<file path="src/rtl/seq_player_ctrl.sv">
// Pattern sequencer: steps through an 8-entry pattern memory at a programmable
// rate and offers each entry downstream on a valid/ready handshake.
module seq_player_ctrl #(
    parameter int DATA_W = 4,
    parameter int DIV_W  = 8
) (
    input  logic              clk,
    input  logic              reset,
    input  logic              cfg_we,
    input  logic [2:0]        cfg_addr,
    input  logic [DATA_W-1:0] cfg_data,
    input  logic [DIV_W-1:0]  cfg_div,
    input  logic [3:0]        cfg_len,
    input  logic              loop_en,
    input  logic              start,
    input  logic              stop,
    input  logic              pause,
    output logic [DATA_W-1:0] result,
    output logic              result_valid,
    input  logic              result_ready,
    output logic              busy,
    output logic              done
);

    typedef enum logic [1:0] {IDLE, RUN, WAIT} state_t;

    state_t            state;
    logic [DATA_W-1:0] mem [8];
    logic [DIV_W-1:0]  div_q;
    logic [DIV_W-1:0]  cnt;
    logic [3:0]        len_q;
    logic              loop_q;
    logic              arm_q;
    logic [2:0]        idx;

    function automatic logic [DATA_W-1:0] dflt(input int i);
        case (i)
            2:       return DATA_W'(8);
            3, 7:    return DATA_W'(5);
            4:       return DATA_W'(7);
            default: return '0;
        endcase
    endfunction

    always_ff @(posedge clk) begin
        if (reset) begin
            state        <= IDLE;
            result       <= '0;
            result_valid <= 1'b0;
            busy         <= 1'b0;
            done         <= 1'b0;
            idx          <= '0;
            cnt          <= '0;
            div_q        <= '0;
            len_q        <= '0;
            loop_q       <= 1'b0;
            arm_q        <= 1'b0;
            for (int i = 0; i < 8; i++) mem[i] <= dflt(i);
        end else begin
            done <= 1'b0;
            if (cfg_we && state == IDLE) mem[cfg_addr] <= cfg_data;
            if (stop) begin
                state        <= IDLE;
                busy         <= 1'b0;
                result_valid <= 1'b0;
                idx          <= '0;
                cnt          <= '0;
                arm_q        <= 1'b0;
            end else begin
                case (state)
                    IDLE: if (start && cfg_len != 4'd0) begin
                        div_q  <= cfg_div;
                        len_q  <= (cfg_len > 4'd8) ? 4'd8 : cfg_len;
                        loop_q <= loop_en;
                        idx    <= '0;
                        cnt    <= '0;
                        // first step gets one extra setup cycle after start
                        arm_q  <= 1'b1;
                        busy   <= 1'b1;
                        state  <= RUN;
                    end
                    RUN: if (!pause) begin
                        if (arm_q) begin
                            arm_q <= 1'b0;
                        end else if (cnt == div_q) begin
                            cnt          <= '0;
                            result       <= mem[idx];
                            result_valid <= 1'b1;
                            state        <= WAIT;
                        end else begin
                            cnt <= cnt + 1'b1;
                        end
                    end
                    WAIT: if (result_ready) begin
                        result_valid <= 1'b0;
                        if ({1'b0, idx} != len_q - 4'd1) begin
                            idx   <= idx + 3'd1;
                            state <= RUN;
                        end else if (loop_q) begin
                            idx   <= '0;
                            state <= RUN;
                        end else begin
                            done  <= 1'b1;
                            busy  <= 1'b0;
                            state <= IDLE;
                        end
                    end
                    default: state <= IDLE;
                endcase
            end
        end
    end

endmodule
</file>
<file path="config.mk">
export PLATFORM = sky130hd
export DESIGN_NAME = seq_player_ctrl
export DESIGN_NICKNAME = d
export VERILOG_FILES = /design/src/rtl/seq_player_ctrl.sv
export SDC_FILE = /design/constraint.sdc
export NUM_CORES = 1
export LEC_CHECK = 0
export CAP_MARGIN = 20
export CORE_MARGIN = 2
export CORE_UTILIZATION = 45
export DETAILED_ROUTE_END_ITERATION = 12
export PLACE_DENSITY = 0.68
export SETUP_SLACK_MARGIN = 0.05
export SLEW_MARGIN = 5
export SYNTH_ARGS = -nofsm -noshare
export SYNTH_HDL_FRONTEND = slang
export SYNTH_SLANG_ARGS = --single-unit
</file>
<file path="constraint.sdc">
create_clock -name clk -period 1.95 [get_ports clk]
set_input_delay 0.585 -clock clk [delete_from_list [all_inputs] [get_ports clk]]
set_output_delay 0.585 -clock clk [all_outputs]
set_load 0.1 [all_outputs]
</file>
==> results of run 1 <==
==> Yosys cell counts (all sizes together) (2+ instances only) <==
cell	number
nor2b	6
mux4	8
or4b	2
or3	7
dfxtp	34
a21oi	9
mux2	4
nor2	31
nor3	8
mux2i	18
and3	4
xor2	10
or2	11
o21ai	6
buf	7
nor4	3
ha	3
inv	4
clkbuf	5
edfxtp	32
xnor2	3
nand2b	4
and2	28
nand3	5
a32o	2
nand2	20
o31ai	2
==> metrics by stage <==
| stage | setup WS (ns) | utilization (%) | power [uW] |
|---|---|---|---|
| finish | 0.122 | 63.8 | 3120 |
| global placement | -0.410 | 58.9 | 1990 |
| CTS | 0.0671 | 63.3 | 3130 |
| floorplan | 0.109 | - | 1790 |
| global route | 0.0176 | 63.8 | 3250 |
| detailed placement | -0.420 | 58.9 | 1990 |
==> layer usage <==
metal	routed length [um]	GRT usage [%]	vias up
li1	-	-	1209
met2	3820	36.3	40
met4	136	6.89	0
met3	237	4.99	13
met5	0	0	-
met1	2950	23.6	1177
==> flip-flops by register name, indices dropped and copies added (netlist names) <==
signal and cells:
result_valid 1, state 2, arm_q 1, result 4
mem 32, len_q 4, done 1, idx 3
busy 1, cnt 8, div_q 8, loop_q 1
==> placed cells by master (no fill, tap or decap), types with 7 or more instances in the layout <==
master           instances
mux2i_1                 18
buf_12                   9
xor2_1                  10
a21oi_1                  7
dfxtp_1                 34
and2_1                  28
dlygate4sd2_1            7
buf_4                   43
or2_2                    8
clkbuf_8                10
nor2_1                  27
clkdlybuf4s50_1         18
edfxtp_1                32
mux4_2                   8
nand2_1                 19
==> how the worst min path moves through the flow <==
stage	end	depth (start not counted)
after floorplan	cnt[1]$_SDFFE_PP0P_	2
after detailed placement	arm_q$_SDFFE_PP0P_	2
after global placement	div_q[7]$_SDFFE_PP0P_	2
final	arm_q$_SDFFE_PP0P_	2
after global routing	div_q[0]$_SDFFE_PP0P_	2
after CTS	arm_q$_SDFFE_PP0P_	2
==> layout make-up <==
class,count,area [um^2]
fillers,571,2490
well taps,96,120
inverters,4,15.0
multi-input cells,211,1630
flip-flops and latches,66,1640
clock inverters,3,40.0
clock buffers,13,149
repair buffers,79,790
==> worst max-delay path, cell delays in order <==
cell	delay, ns
dlygate4sd2_1	0.27
or4b_4	0.52
o31a_4	0.15
or4b_1	0.47
o21ai_0	0.08
==> timing repair <==
item | CTS | global route
pin swaps | 4 | 2
endpoints found under the setup margin | 71 | 38
endpoints found under the hold margin | 0 | 0
resized for setup | 17 | 9
cloned | 2 | 0
buffers inserted | 3 | 0
==> cell families after synthesis <==
logic type / count (synthesis)
xor+xnor: 13
fa+ha+maj: 3
buf+inv: 16
simple gates: 133
flops: 66
mux: 30
compound gates: 31
==> report_power, final <==
| part | total [uW] | internal [uW] | leakage, uW | switching, uW |
|---|---|---|---|---|
| clock | 1110 | 623 | 0.0000974 | 489 |
| sequential | 1530 | 1500 | 0.000581 | 28.4 |
| combinational | 478 | 257 | 0.00108 | 221 |
| total | 3120 | 2380 | 0.00176 | 738 |
==> results_dict.tcl, run 1 <==
set metrics [dict create \
    vias_per_cell 5.17 \
    postSynthAreaPerCell_um2 11.1 \
    io_buffers 33 \
    drt_first_iter_violations 71 \
    peakVddDrop_uv 445 \
    ctsLongestPathBuffers 2 \
    nets 401 \
    rows 30 \
    crit_path_end "cnt[5]$_SDFFE_PP0P_" \
    drv_slew 0 \
    drc_errors 0 \
    synth_top_area_cell "edfxtp_1" \
    finalInstanceArea_um2 4380 \
    synth_nets 322 \
    tightestPinTransition_ns 0.394 \
    drive_above_1_share_pct 29.0 \
    initial_core_util_pct 47.2 \
    groute.usage.overall_pct 20.2 \
    cap_violations 0 \
    final_cells 472 \
    clk_latency_ns 0.33 \
    place_inst 451 \
    htree_levels 3 \
    powerDensity_nw_per_um2 712 \
    first_pass_iters 4 \
    synth-seq-cells 66 \
    clock_skew_ns 0.00355 \
    wl_um 7150 \
    async_reset_ff_share_pct 0 \
    synth-simple-area-share_pct 22.5 \
    cts.sinks 66 \
    synth_fa_ha_area_share_pct 1.16 \
    synth_edf_count 32 \
    synth_top_family_by_area "simple AND/OR/NAND/NOR gates" \
    clkTransAtPathRegs_ns 0.07 \
    netlist_area_um2 3240 \
    yosys-mux-area-fraction_pct 12.5 \
    root_buffer "clkbuf_8" \
    wl_per_cell_um 15.1 \
    setup_violations 0 \
    rsz0062_at_grt "true" \
    hold_violations 0 \
    total_leakage_power_uw 0.00176 \
    die_y_um 88.9 \
    die-area_um2 7900 \
    slew-limit-headroom_pct 73.7 \
    run_status "finished clean" \
    critical_path_peak_fanout 5 \
    max_freq_mhz 547 \
    diodes 0 \
    grt_pass1_wl_um 11900 \
    hold_buffers 0 \
    dpl.hpwl_um 5200 \
    ff2ff_setup_slack_ns 0.14 \
    gp_congestion 0.873 \
    gr-total-overflow 0 \
    final.min_clock_period_ns 1.83 \
    worstPathArrival_ns 2.09 \
    ys.flop_type "dfxtp_1" \
    grt_pass1_vias 2497 \
    finalSetupTns_ns 0 \
    antenna_found_initial 0 \
    area_growth_pct 35.1 \
    fin_crit_sh_pct 93.7 \
    cp-startpoint "pause" \
    worstSetupPathType "input port to flop" \
    cts_made_buffers 9 \
    ys_types 50 \
    cts_tree "done" \
    cp-end-kind "flop" \
    synth_compound_area_share_pct 7.02 \
    ioPinCount 34 \
    timing.hold.ws_ns 0.503 \
    ys_top_cells_by_area "edfxtp_1 (30%), dfxtp_1 (21%), mux2i_1 (5.6%)" \
    required_ns 2.21 \
    ys_warn_count 0 \
    min_path_type "flop to flop" \
    cp-start-kind "input port" \
    ys_seq_area_share_pct 50.6 \
    r2r-end "idx[1]$_SDFFE_PP0P_" \
    yosys.area.top_type_share_pct 29.6 \
    final_antenna_net_count 0 \
    num_vias 2439 \
    core_um2 6870 \
    synth_xor_xnor_area_share_pct 3.51 \
    die_x_um 88.9 \
    r2r-start "len_q[0]$_SDFFE_PP0P_" \
    grt_max_degree 16 \
    syn_inst 292 \
    postPlaceCellArea_um2 4050 \
    min_from "arm_q$_SDFFE_PP0P_" \
    r2r.worst_path.cells 7 \
]
No activity file was read; power rests on OpenSTA's default activity.
==> run 2: changes to the inputs <==
--- a/config.mk
+++ b/config.mk
@@ -15,3 +15,4 @@
 export SYNTH_ARGS = -nofsm -noshare
 export SYNTH_HDL_FRONTEND = slang
 export SYNTH_SLANG_ARGS = --single-unit
+export TNS_END_PERCENT = 5
==> run 2 against run 1 <==
  * Global-route usage fell by 1.1 points
  * Final area fell by 0.91%
  * Sequential cell count did not move
  * Highest routed layer unchanged
==> results_dict.tcl, run 2 (same netlist as run 1, synthesis figures left out) <==
set metrics [dict create \
    mostFrequentLayoutCell "buf_4" \
    cts_made_buffers 9 \
    min_from "arm_q$_SDFFE_PP0P_" \
    total_leakage_power_uw 0.00172 \
    htree_levels 3 \
    setup_violations 0 \
    vias_per_cell 5.07 \
    fillers 580 \
    total_power_uw 3350 \
    final_antenna_net_count 0 \
    cts.sinks 66 \
    powerDensity_nw_per_um2 771 \
    drc_errors 0 \
    r2r-start "state[0]$_SDFFE_PP0P_" \
    cp-end-kind "flop" \
    cts_tree "done" \
    antenna_found_initial 0 \
    first_pass_iters 4 \
    ioPinCount 34 \
    r2r.worst_path.cells 4 \
    finalInstanceArea_um2 4340 \
    hold_violations 0 \
    grt_pass1_vias 2391 \
    final_cell_mix "buf_4 (42), dfxtp_1 (33), edfxtp_1 (32), nor2_1 (28), and2_1 (28)" \
    nets 398 \
    cp-start-kind "flop" \
    slew-limit-headroom_pct 72.7 \
    ff2ff_setup_slack_ns 0.1 \
    rows 30 \
    groute.usage.overall_pct 19.1 \
    gp_congestion 0.822 \
    min_path_type "flop to flop" \
    worstSetupPathType "flop to flop" \
    largest_reg_flops 32 \
    hold_buffers 0 \
    core_um2 6870 \
    holdPathStages 2 \
    cap_violations 0 \
    critical_path_peak_fanout 7 \
    top_register "mem" \
    dpl.hpwl_um 5130 \
    area_growth_pct 33.8 \
    diodes 0 \
    grt_max_degree 26 \
    seqCellArea_um2 1640 \
    die-area_um2 7900 \
    postPlaceCellArea_um2 4040 \
    wl_um 6980 \
    die_x_um 88.9 \
    drive_above_1_share_pct 28.7 \
    initial_core_util_pct 47.2 \
    worstPathArrival_ns 2.12 \
    die_y_um 88.9 \
    r2r-end "cnt[5]$_SDFFE_PP0P_" \
    fin_util_pct 63.2 \
    clk_latency_ns 0.35 \
    multiInputGateArea_um2 1590 \
    ctsLongestPathBuffers 2 \
    root_buffer "clkbuf_8" \
    fin_crit_sh_pct 95.1 \
    drv_slew 0 \
    clock_skew_ns 0.0124 \
    gr-total-overflow 0 \
    finalSetupTns_ns 0 \
    max_freq_mhz 539 \
    final.min_clock_period_ns 1.85 \
    hold_end "arm_q$_SDFFE_PP0P_" \
    rsz0062_at_grt "false" \
    clkTransAtPathRegs_ns 0.08 \
    drt_first_iter_violations 74 \
    io_buffers 33 \
    wl_per_cell_um 14.9 \
    run_status "finished clean" \
    required_ns 2.22 \
    num_vias 2377 \
    peakVddDrop_uv 467 \
    tightestPinTransition_ns 0.409 \
    reg_top3 "mem x32, cnt x8, div_q x8" \
    grt_pass1_wl_um 11200 \
]
==> run 2: layout make-up <==
cell class | instances | area share [%]
Timing Repair Buffer | 76 | 16.8
Tap cell | 96 | 2.77
Multi-Input combinational cell | 211 | 36.7
Sequential cell | 66 | 37.8
Clock buffer | 9 | 2.85
Clock inverter | 7 | 2.71
Inverter | 4 | 0.346
==> run 2: worst max-delay path: stages, from the launching register on <==
cell,delay (ns)
dfxtp_1,0.52
or4b_4,0.54
o31a_4,0.15
or4b_1,0.48
o21ai_0,0.09
==> run 2: worst max-delay path by stage <==
stage,startpoint,endpoint,slack [ns]
after floorplan,reset,mem[1][0]$_SDFFCE_PN0P_,0.04
after detailed placement,cfg_len[0],idx[1]$_SDFFE_PP0P_,-0.46
after global routing,len_q[1]$_SDFFE_PP0P_,idx[1]$_SDFFE_PP0P_,0.05
after CTS,cfg_we,mem[3][0]$_SDFFCE_PN1P_,0.04
after global placement,cfg_len[0],cnt[5]$_SDFFE_PP0P_,-0.40
final,state[0]$_SDFFE_PP0P_,cnt[5]$_SDFFE_PP0P_,0.1
==> run 2: repair_timing <==
item / CTS / global route
setup buffers: 0 / 0
endpoints found under the setup margin: 75 / 31
gates resized for setup: 17 / 4
gates cloned: 1 / 0
pin swaps: 3 / 0
==> run 2: per-layer routing <==
metal  global-route usage [%]  share of wire, %  vias to the layer above
met3                     5.17               4.4                       10
li1                         -                 -                     1199
met5                        0                 0                        -
met2                     34.0                52                       48
met1                     21.9                42                     1120
met4                     7.30               2.0                        0
==> run 2: where the power goes <==
group	leakage, uW	internal [uW]	switching, uW
Combinational	0.00103	230	209
Clock	0.000113	846	532
Sequential	0.000581	1500	30.7
Total	0.00172	2580	771
==> run 2: per-stage QoR <==
| step | cells | setup WS [ns] | hold WS [ns] |
|---|---|---|---|
| floorplan | 292 | 0.0447 | 0.472 |
| global placement | 452 | -0.405 | 0.494 |
| detailed placement | 452 | -0.455 | 0.491 |
| CTS | 469 | 0.0367 | 0.509 |
| global route | 469 | 0.0544 | 0.534 |
| finish | 469 | 0.0957 | 0.511 |
